**src/rtl/lcd_panel_rx.sv**
```systemverilog
// HD44780-style LCD bus receiver: samples e/rs/data, decodes commands and data
// writes into a 128x8 DDRAM, and models the controller's busy window.
module lcd_panel_rx #(
  parameter int MIN_E_CYC    = 4,
  parameter int BUSY_CYC     = 100,
  parameter int CLR_BUSY_CYC = 200
) (
  input  logic       clk,
  input  logic       rst,
  input  logic       lcd_rs,
  input  logic       lcd_e,
  input  logic [7:0] lcd_data,
  input  logic [6:0] rd_addr,
  output logic [7:0] rd_char,
  output logic [6:0] cursor_addr,
  output logic       disp_on,
  output logic       incr,
  output logic       shift,
  output logic       func_8bit,
  output logic       lines2,
  output logic       cmd_valid,
  output logic [7:0] cmd_byte,
  output logic       cmd_rs,
  output logic       busy,
  output logic       err_short_e,
  output logic       err_busy,
  input  logic       err_clr
);

  localparam logic [1:0] ST_IDLE   = 2'd0;
  localparam logic [1:0] ST_E_HIGH = 2'd1;
  localparam logic [1:0] ST_DECODE = 2'd2;
  localparam int WW = $clog2(MIN_E_CYC + 1);

  logic       e_meta_q, e_s_q, rs_meta_q, rs_s_q;
  logic [7:0] d_meta_q, d_s_q;
  logic [1:0] state_q, state_d;
  logic [WW-1:0] width_q, width_d;
  logic       cap_rs_q, cap_rs_d;
  logic [7:0] cap_d_q, cap_d_d;
  logic [6:0] cursor_q, cursor_d;
  logic       disp_on_q, disp_on_d, incr_q, incr_d, shift_q, shift_d;
  logic       func_8bit_q, func_8bit_d, lines2_q, lines2_d;
  logic       cmd_valid_q, cmd_valid_d, cmd_rs_q, cmd_rs_d;
  logic [7:0] cmd_byte_q, cmd_byte_d;
  logic [19:0] busy_cnt_q, busy_cnt_d;
  logic       fill_active_q, fill_active_d;
  logic [6:0] fill_addr_q, fill_addr_d;
  logic       err_short_q, err_short_d, err_busy_q, err_busy_d;
  logic       short_set, busy_set;
  logic       mem_we;
  logic [6:0] mem_waddr;
  logic [7:0] mem_wdata;
  logic [7:0] ddram_q [128];
  logic [7:0] rd_char_q;

  always_comb begin
    state_d       = state_q;
    width_d       = width_q;
    cap_rs_d      = cap_rs_q;
    cap_d_d       = cap_d_q;
    cursor_d      = cursor_q;
    disp_on_d     = disp_on_q;
    incr_d        = incr_q;
    shift_d       = shift_q;
    func_8bit_d   = func_8bit_q;
    lines2_d      = lines2_q;
    cmd_valid_d   = 1'b0;
    cmd_byte_d    = cmd_byte_q;
    cmd_rs_d      = cmd_rs_q;
    busy_cnt_d    = (busy_cnt_q != 20'd0) ? busy_cnt_q - 20'd1 : 20'd0;
    fill_active_d = fill_active_q;
    fill_addr_d   = fill_addr_q;
    short_set     = 1'b0;
    busy_set      = 1'b0;
    mem_we        = 1'b0;
    mem_waddr     = fill_addr_q;
    mem_wdata     = 8'h20;

    if (fill_active_q) begin
      mem_we      = 1'b1;
      fill_addr_d = fill_addr_q + 7'd1;
      if (fill_addr_q == 7'h7F) fill_active_d = 1'b0;
    end

    case (state_q)
      ST_IDLE: begin
        width_d = '0;
        if (e_s_q) state_d = ST_E_HIGH;
      end
      ST_E_HIGH: begin
        if (width_q < WW'(MIN_E_CYC)) width_d = width_q + 1'b1;
        cap_rs_d = rs_s_q;
        cap_d_d  = d_s_q;
        if (!e_s_q) state_d = ST_DECODE;
      end
      ST_DECODE: begin
        width_d = '0;
        state_d = e_s_q ? ST_E_HIGH : ST_IDLE;
        if (width_q < WW'(MIN_E_CYC)) begin
          short_set = 1'b1;
        end else if (busy_cnt_q != 20'd0) begin
          busy_set = 1'b1;
        end else begin
          cmd_valid_d = 1'b1;
          cmd_byte_d  = cap_d_q;
          cmd_rs_d    = cap_rs_q;
          busy_cnt_d  = 20'(BUSY_CYC);
          if (cap_rs_q) begin
            mem_we    = 1'b1;
            mem_waddr = cursor_q;
            mem_wdata = cap_d_q;
            cursor_d  = incr_q ? cursor_q + 7'd1 : cursor_q - 7'd1;
          end else if (cap_d_q[7]) begin
            cursor_d = cap_d_q[6:0];
          end else if (cap_d_q[6]) begin
            cursor_d = cursor_q;
          end else if (cap_d_q[5]) begin
            func_8bit_d = cap_d_q[4];
            lines2_d    = cap_d_q[3];
          end else if (cap_d_q[4]) begin
            cursor_d = cursor_q;
          end else if (cap_d_q[3]) begin
            disp_on_d = cap_d_q[2];
          end else if (cap_d_q[2]) begin
            incr_d  = cap_d_q[1];
            shift_d = cap_d_q[0];
          end else if (cap_d_q[1]) begin
            cursor_d   = 7'd0;
            busy_cnt_d = 20'(CLR_BUSY_CYC);
          end else if (cap_d_q[0]) begin
            cursor_d      = 7'd0;
            incr_d        = 1'b1;
            fill_active_d = 1'b1;
            fill_addr_d   = 7'd0;
            busy_cnt_d    = 20'(CLR_BUSY_CYC);
          end
        end
      end
      default: state_d = ST_IDLE;
    endcase

    // a new error event outranks a simultaneous clear
    err_short_d = (err_short_q & ~err_clr) | short_set;
    err_busy_d  = (err_busy_q & ~err_clr) | busy_set;
  end

  always_ff @(posedge clk) begin
    if (rst) begin
      e_meta_q <= 1'b0; e_s_q <= 1'b0; rs_meta_q <= 1'b0; rs_s_q <= 1'b0;
      d_meta_q <= 8'd0; d_s_q <= 8'd0;
      state_q <= ST_IDLE; width_q <= '0; cap_rs_q <= 1'b0; cap_d_q <= 8'd0;
      cursor_q <= 7'd0; disp_on_q <= 1'b0; incr_q <= 1'b1; shift_q <= 1'b0;
      func_8bit_q <= 1'b1; lines2_q <= 1'b0;
      cmd_valid_q <= 1'b0; cmd_byte_q <= 8'd0; cmd_rs_q <= 1'b0;
      // power-up clear: fill and busy window start on release
      busy_cnt_q <= 20'(CLR_BUSY_CYC);
      fill_active_q <= 1'b1; fill_addr_q <= 7'd0;
      err_short_q <= 1'b0; err_busy_q <= 1'b0;
    end else begin
      e_meta_q <= lcd_e; e_s_q <= e_meta_q;
      rs_meta_q <= lcd_rs; rs_s_q <= rs_meta_q;
      d_meta_q <= lcd_data; d_s_q <= d_meta_q;
      state_q <= state_d; width_q <= width_d; cap_rs_q <= cap_rs_d; cap_d_q <= cap_d_d;
      cursor_q <= cursor_d; disp_on_q <= disp_on_d; incr_q <= incr_d; shift_q <= shift_d;
      func_8bit_q <= func_8bit_d; lines2_q <= lines2_d;
      cmd_valid_q <= cmd_valid_d; cmd_byte_q <= cmd_byte_d; cmd_rs_q <= cmd_rs_d;
      busy_cnt_q <= busy_cnt_d;
      fill_active_q <= fill_active_d; fill_addr_q <= fill_addr_d;
      err_short_q <= err_short_d; err_busy_q <= err_busy_d;
    end
  end

  always_ff @(posedge clk) begin
    if (mem_we && !rst) ddram_q[mem_waddr] <= mem_wdata;
    rd_char_q <= ddram_q[rd_addr];
  end

  assign rd_char     = rd_char_q;
  assign cursor_addr = cursor_q;
  assign disp_on     = disp_on_q;
  assign incr        = incr_q;
  assign shift       = shift_q;
  assign func_8bit   = func_8bit_q;
  assign lines2      = lines2_q;
  assign cmd_valid   = cmd_valid_q;
  assign cmd_byte    = cmd_byte_q;
  assign cmd_rs      = cmd_rs_q;
  assign busy        = (busy_cnt_q != 20'd0);
  assign err_short_e = err_short_q;
  assign err_busy    = err_busy_q;

endmodule

```
**config.mk**
```make
export PLATFORM = sky130hd
export DESIGN_NAME = lcd_panel_rx
export DESIGN_NICKNAME = d
export VERILOG_FILES = /design/src/rtl/lcd_panel_rx.sv
export SDC_FILE = /design/constraint.sdc
export NUM_CORES = 1
export LEC_CHECK = 0
export ABC_AREA = 1
export BUFFER_PORTS_ARGS = -buffer_cell sky130_fd_sc_hd__buf_2
export CORE_UTILIZATION = 45
export CTS_CLUSTER_SIZE = 30
export DETAILED_ROUTE_END_ITERATION = 6
export GPL_ROUTABILITY_DRIVEN = 0
export GPL_TIMING_DRIVEN = 0
export PLACE_DENSITY = 0.68
export REMOVE_ABC_BUFFERS = 1
export SLEW_MARGIN = 20
export SYNTH_ARGS = -nofsm -noshare
export SYNTH_HDL_FRONTEND = slang
export SYNTH_SLANG_ARGS = --single-unit
```
**constraint.sdc**
```tcl
create_clock -name clk -period 5.1 [get_ports clk]
set_clock_uncertainty 0.2 [all_clocks]
set_input_delay 1.02 -clock clk [delete_from_list [all_inputs] [get_ports clk]]
set_output_delay 1.02 -clock clk [all_outputs]
set_load 0.02 [all_outputs]
```
; Word-level counts from Yosys, hierarchy flattened
; Memory sizes are Yosys's and may differ from the RTL's. A register that Yosys moved wholly into a read port is not among the register bits.
; Cells that the tools add are included.
[word_totals]
ram_bits = 1024
reg_bits = 86
out_inout_bits = 33
mem_count = 1
[memory_table]
columns = name, depth, word_bits, rd, rd_ports_with_merged_regs, write_ports, line_no
row1 = ddram_q, 128, 8, 1, 1, 1, 54  ; logic [7:0] ddram_q [128];
[op_classes]
n_eq_ne = 12
bitwise = 14
add_sub_neg = 5
mux = 80
n_lt_le_gt_ge = 1
n_reduce_logical = 17
[op_table]
columns = cell, count
row1 = $mux 7, 27
row2 = $mux 8, 13
row3 = $mux 20, 4
row4 = $mux 1, 31
row5 = $reduce_bool 20->1, 1
row6 = $sub 20x1->20 const B, 1
row7 = $reduce_and 9->1, 2
row8 = $ne 3x2->1 const B, 5
row9 = $add 7x1->7 const B, 2
row10 = $reduce_and 11->1, 1
row11 = $not 1->1, 10
row12 = $reduce_and 10->1, 1
row13 = $eq 7x7->1 const B, 1
row14 = $reduce_and 7->1, 1
row15 = $sub 7x1->7 const B, 1
row16 = $ne 2x2->1 const B, 3
row17 = $pmux 2 s3, 1
row18 = $pmux 3 s2, 1
row19 = $mux 2, 2
row20 = $reduce_and 2->1, 2
row21 = $reduce_bool 2->1, 2
row22 = $reduce_bool 4->1, 1
row23 = $add 3x1->3 const B, 1
row24 = $lt 3x3->1 const B, 1
row25 = 12 further kinds, 14

; Depth between registers and ports, before layout
[logic_depth]
word_depth = 15
mapped_depth = 14
mapped_depth_nobuf = 13

; Least setup slack after synthesis
; OpenSTA, ideal clock, no wires.
[synth_path]
kind = register -> register
from = register busy_cnt_q[0]
to = memory ddram_q[0][0], data pin
path_buffers = 1
required_time_ns = 4.104
stages_incl_launch_ff = 10
synth_period_minus_slack_ns = 5.227
slack_ns = -0.127
arrival_time_ns = 4.231
setup_time_ns = 0.796
cell_sequence = dfxtp_1 > inv_1 > ha_1 > nand3_1 > nor2_1 > nand2_1 > nor2_4 > nand3_2 > buf_4 > nor2_1
[synth_via]
elab_chain_len = 4
[synth_rtl]
columns = element, line_no
row1 = "start, declared", 46  ; logic [19:0] busy_cnt_q, busy_cnt_d;
row2 = "start signal, assigned", 157  ; busy_cnt_q <= 20'(CLR_BUSY_CYC);
row3 = "start signal, assigned", 168  ; busy_cnt_q <= busy_cnt_d;
row4 = $reduce_bool 20->1, 102  ; end else if (busy_cnt_q != 20'd0) begin
row5 = $mux 8, 102
row6 = $mux 8, 100  ; if (width_q < WW'(MIN_E_CYC)) begin
row7 = $mux 8, 86  ; case (state_q)
row8 = net mem_wdata[0], 53  ; logic [7:0] mem_wdata;
row9 = "end, declared", 54
; The timed path passes the listed nets, and every way through them passes these cells.

; Final worst setup path
[layout_path]
from = register state_q[1]
to = memory ddram_q[57][5], enable pin
[layout_via]
elab_chain_len = 5
elab_cells_between_ends = 6
[layout_rtl]
columns = element, line_no
row1 = "start, declared", 37  ; logic [1:0] state_q, state_d;
row2 = "start signal, assigned", 164  ; state_q <= state_d; width_q <= width_d; cap_rs_q <= cap_rs_d; cap_d_q <= cap_d_d;
row3 = $eq 2x2->1 (*), 86
row4 = $mux 1, 86
row5 = $logic_and 1x1->1, 175  ; if (mem_we && !rst) ddram_q[mem_waddr] <= mem_wdata;
row6 = $mux 1, 175
row7 = $mux 1 (implied by the code), 175
; Every way passes the cells marked *; elsewhere a longest branch is shown, timed or not.

==> results.md <==
- IO Port Bufs: 52
- DPL Wire Length: 64.8 mm
- Clock Pin Slew Worst Setup and Hold Paths: 60 ps
- Outcome: finished clean
- Max Fclk: 222 MHz
- Sequence of cells on the critical path: nand2_1, nor2_2, nand3_2, nand2_1, nand2_1, nor2_4, nand3_2, nor2_1
- Final period util: 88.5%
- # IOs: 53
- Die area: 103000 um2
- Wirelength, routed: 111 mm
- DRT Pass-1 Iters: 6
- Post-route ant nets: 0
- RR Endpoint: ddram_q[57][5]
- CP Capture Point: ddram_q[57][5]
- Initial antenna violation count: 1
- DRC: 0
- Clock latency on the worst-skew pair: 690 ps
- CP max stage delay: 1050 ps
- Critical Path RT: 5230 ps
- Hold WS: 187 ps
- Most frequent cells in the layout: 1277 x nand2_1, 1024 x edfxtp_1, 942 x nand3_1
- Post-Syn Instances: 4081
- Mapped Area: 45600 um2
- Largest cells by area after synthesis: edfxtp_1 67%, nand2_1 11%, nand3_1 10%
- P_leak: 18.1 nW
- Sink Count: 1118
- Rel. slew slack: 35.1%
- Routed length per placed instance: 20.1 um
- Peak supply drop: 0.323 mV
- Sequential share of power: 52.4%
- Rows: 116
- # hold bufs at CTS: 0
- Main synth FF type: edfxtp_1
- Final setup viols: 0
- Clk pwr share: 42.2%
- Vias per Instance: 5.46
- Post-CTS Setup Bufs: 0
- Avg Inst Size Synth: 11.2 um2
- Die Ht: 320 um
- Critical R2R Launch: state_q[1]
- Final nets: 4084
- Register area share after synthesis: 71.6%
- Switching part of the total: 22.4%
- Critical Path Source Type: flop
- Core ar.: 100000 um2
- Unrepaired setup endpoints after global routing: false
- Flop2flop setup slack: 590 ps
- DR vias: 30.1k
- Internal power: 0.0147 W
- Combinational Power Share: 5.4%
- Worst setup path startpoint: state_q[1]
- Vias in the first global route: 28.7k
- Slew @ Worst Pin: 972 ps
- Fill count: 8482
- Root Buffer Master: clkbuf_16
- CP Capture Type: flop
- Initial core utilization: 45.4%
- Top cell type's share of synthesized area: 67.5%
- Worst EP arrival: 4640 ps
- Number of flops mapped to enable cells by yosys: 1024
- Initial drt markers: 3426
- R2R depth: 8
- Max-cap violations: 0
- Switch Pwr: 0.00425 W
- Die W: 320 um
- Library cells used by synthesis: 38
- Largest net degree at the start of global routing: 123
- Depth of the CTS H-tree: 3
- Maximum root-to-sink buffer count: 3
- CTS resizes: 0
- CTS buffer count: 111
- GR Overflow Total: 0
- Synth area leader: edfxtp_1
- CP most frequent cell: nand2_1
- Synthesis warning total: 0
- Final Critical Period: 4510 ps
- Worst-path cell with the longest stage delay: nor2_1
- Crit Path Class: flop to flop
- Slew Viols, Final: 0
- Most common cell after layout, fill and taps aside: nand2_1
- Worst hold path type: flop to flop
- Synth async-reset ratio: 0%
- Max FO, Critical Path: 15
- Pwr Total: 0.0190 W
- Flops & latches, synth: 1118
- Total track usage: 21.6%
- Area grow syn2layout: 12.9%
- Final Hold Viols: 0
- First-pass GRT wire length: 170 mm
- Pwr per Cell Area: 368 nW/um2
- Share of cells above drive strength 1: 7.90%
- TritonCTS clock tree: done
metrics by stage:
stage          instances  setup TNS [ps]  setup WS [ps]  utilization [%]  cell area (um2)
3_3_place_gp        5247        -4609220         -23990             46.5            46600
6_report            5509               0            587             51.3            51500
5_1_grt             5507               0            317             51.3            51400
4_1_cts             5507               0            590             51.3            51400
2_1_floorplan       3838         -128520           -772                -            44600
3_5_place_dp        5298               0            180             47.7            47900
worst min-delay path by stage:
stage	start	endpoint	slack (ps)	cells after the start
6_report	d_meta_q[4]	d_s_q[4]	190	2
5_1_grt	e_meta_q	e_s_q	220	2
4_1_cts	d_meta_q[4]	d_s_q[4]	190	2
3_5_place_dp	d_meta_q[4]	d_s_q[4]	190	2
3_3_place_gp	d_meta_q[1]	d_s_q[1]	190	2
2_1_floorplan	d_meta_q[0]	d_s_q[0]	190	2
sequential cells by signal, indices dropped and copies added (netlist names), 2 cells and up:
name	cells
state_q	2
width_q	3
cmd_byte	8
cursor_addr	7
fill_addr_q	7
rd_char	8
ddram_q	1024
d_meta_q	8
cap_d_q	8
d_s_q	8
busy_cnt_q	20
final cells by class:
cell class              count  area [um2]  share of cell area (%)
inverters                  93         374                   0.727
clock buffers             138        2950                    5.72
clock inverters            71         649                    1.26
flip-flops and latches   1118       32600                    63.4
repair buffers            103        1430                    2.78
multi-input cells        2627       11700                    22.8
well taps                1357        1700                    3.30
diodes                      2        5.00                 0.00973
synth_stat cells (all sizes together), types with 3 or more instances:
cell type,number
nand2,1294
edfxtp,1024
nand3,951
nor2,230
clkbuf,194
dfxtp,94
inv,92
buf,49
o21ai,41
a21oi,32
nand4,17
xor2,15
ha,9
nor3,9
xnor2,7
a22oi,4
a31oi,3
o211ai,3
o31ai,3
routing by layer:
metal | global-route usage [%] | wire length [um] | vias to the layer above
met3 | 4.11 | 9580 | 217
met5 | 0 | 15 | -
met4 | 7.81 | 3650 | 2
li1 | - | - | 14200
met1 | 30.5 | 46800 | 14400
met2 | 33.2 | 50800 | 1241
kinds of logic after synthesis:
group                    synth area share (%)
buffers and inverters                    2.82
AND/OR/NAND/NOR                          23.8
AO/OA/AOI/OAI                            1.09
XOR/XNOR                                0.423
adder cells (fa/ha/maj)                 0.291
flip-flops                               71.6
power groups by stage:
stage               logic [W]  clock network, W  registers, W
floorplan            0.000623                 0        0.0101
global placement      0.00113                 0        0.0101
detailed placement    0.00101                 0        0.0101
CTS                   0.00102           0.00809       0.00993
global route          0.00113           0.00846       0.00993
finish                0.00103           0.00800       0.00993
critical path: cells and delay by family (launching register included):
kind             cells  cell delay (ps)
DFF                  1              370
and+or+nand+nor      8             3580
(Power assumes the default switching activity.)
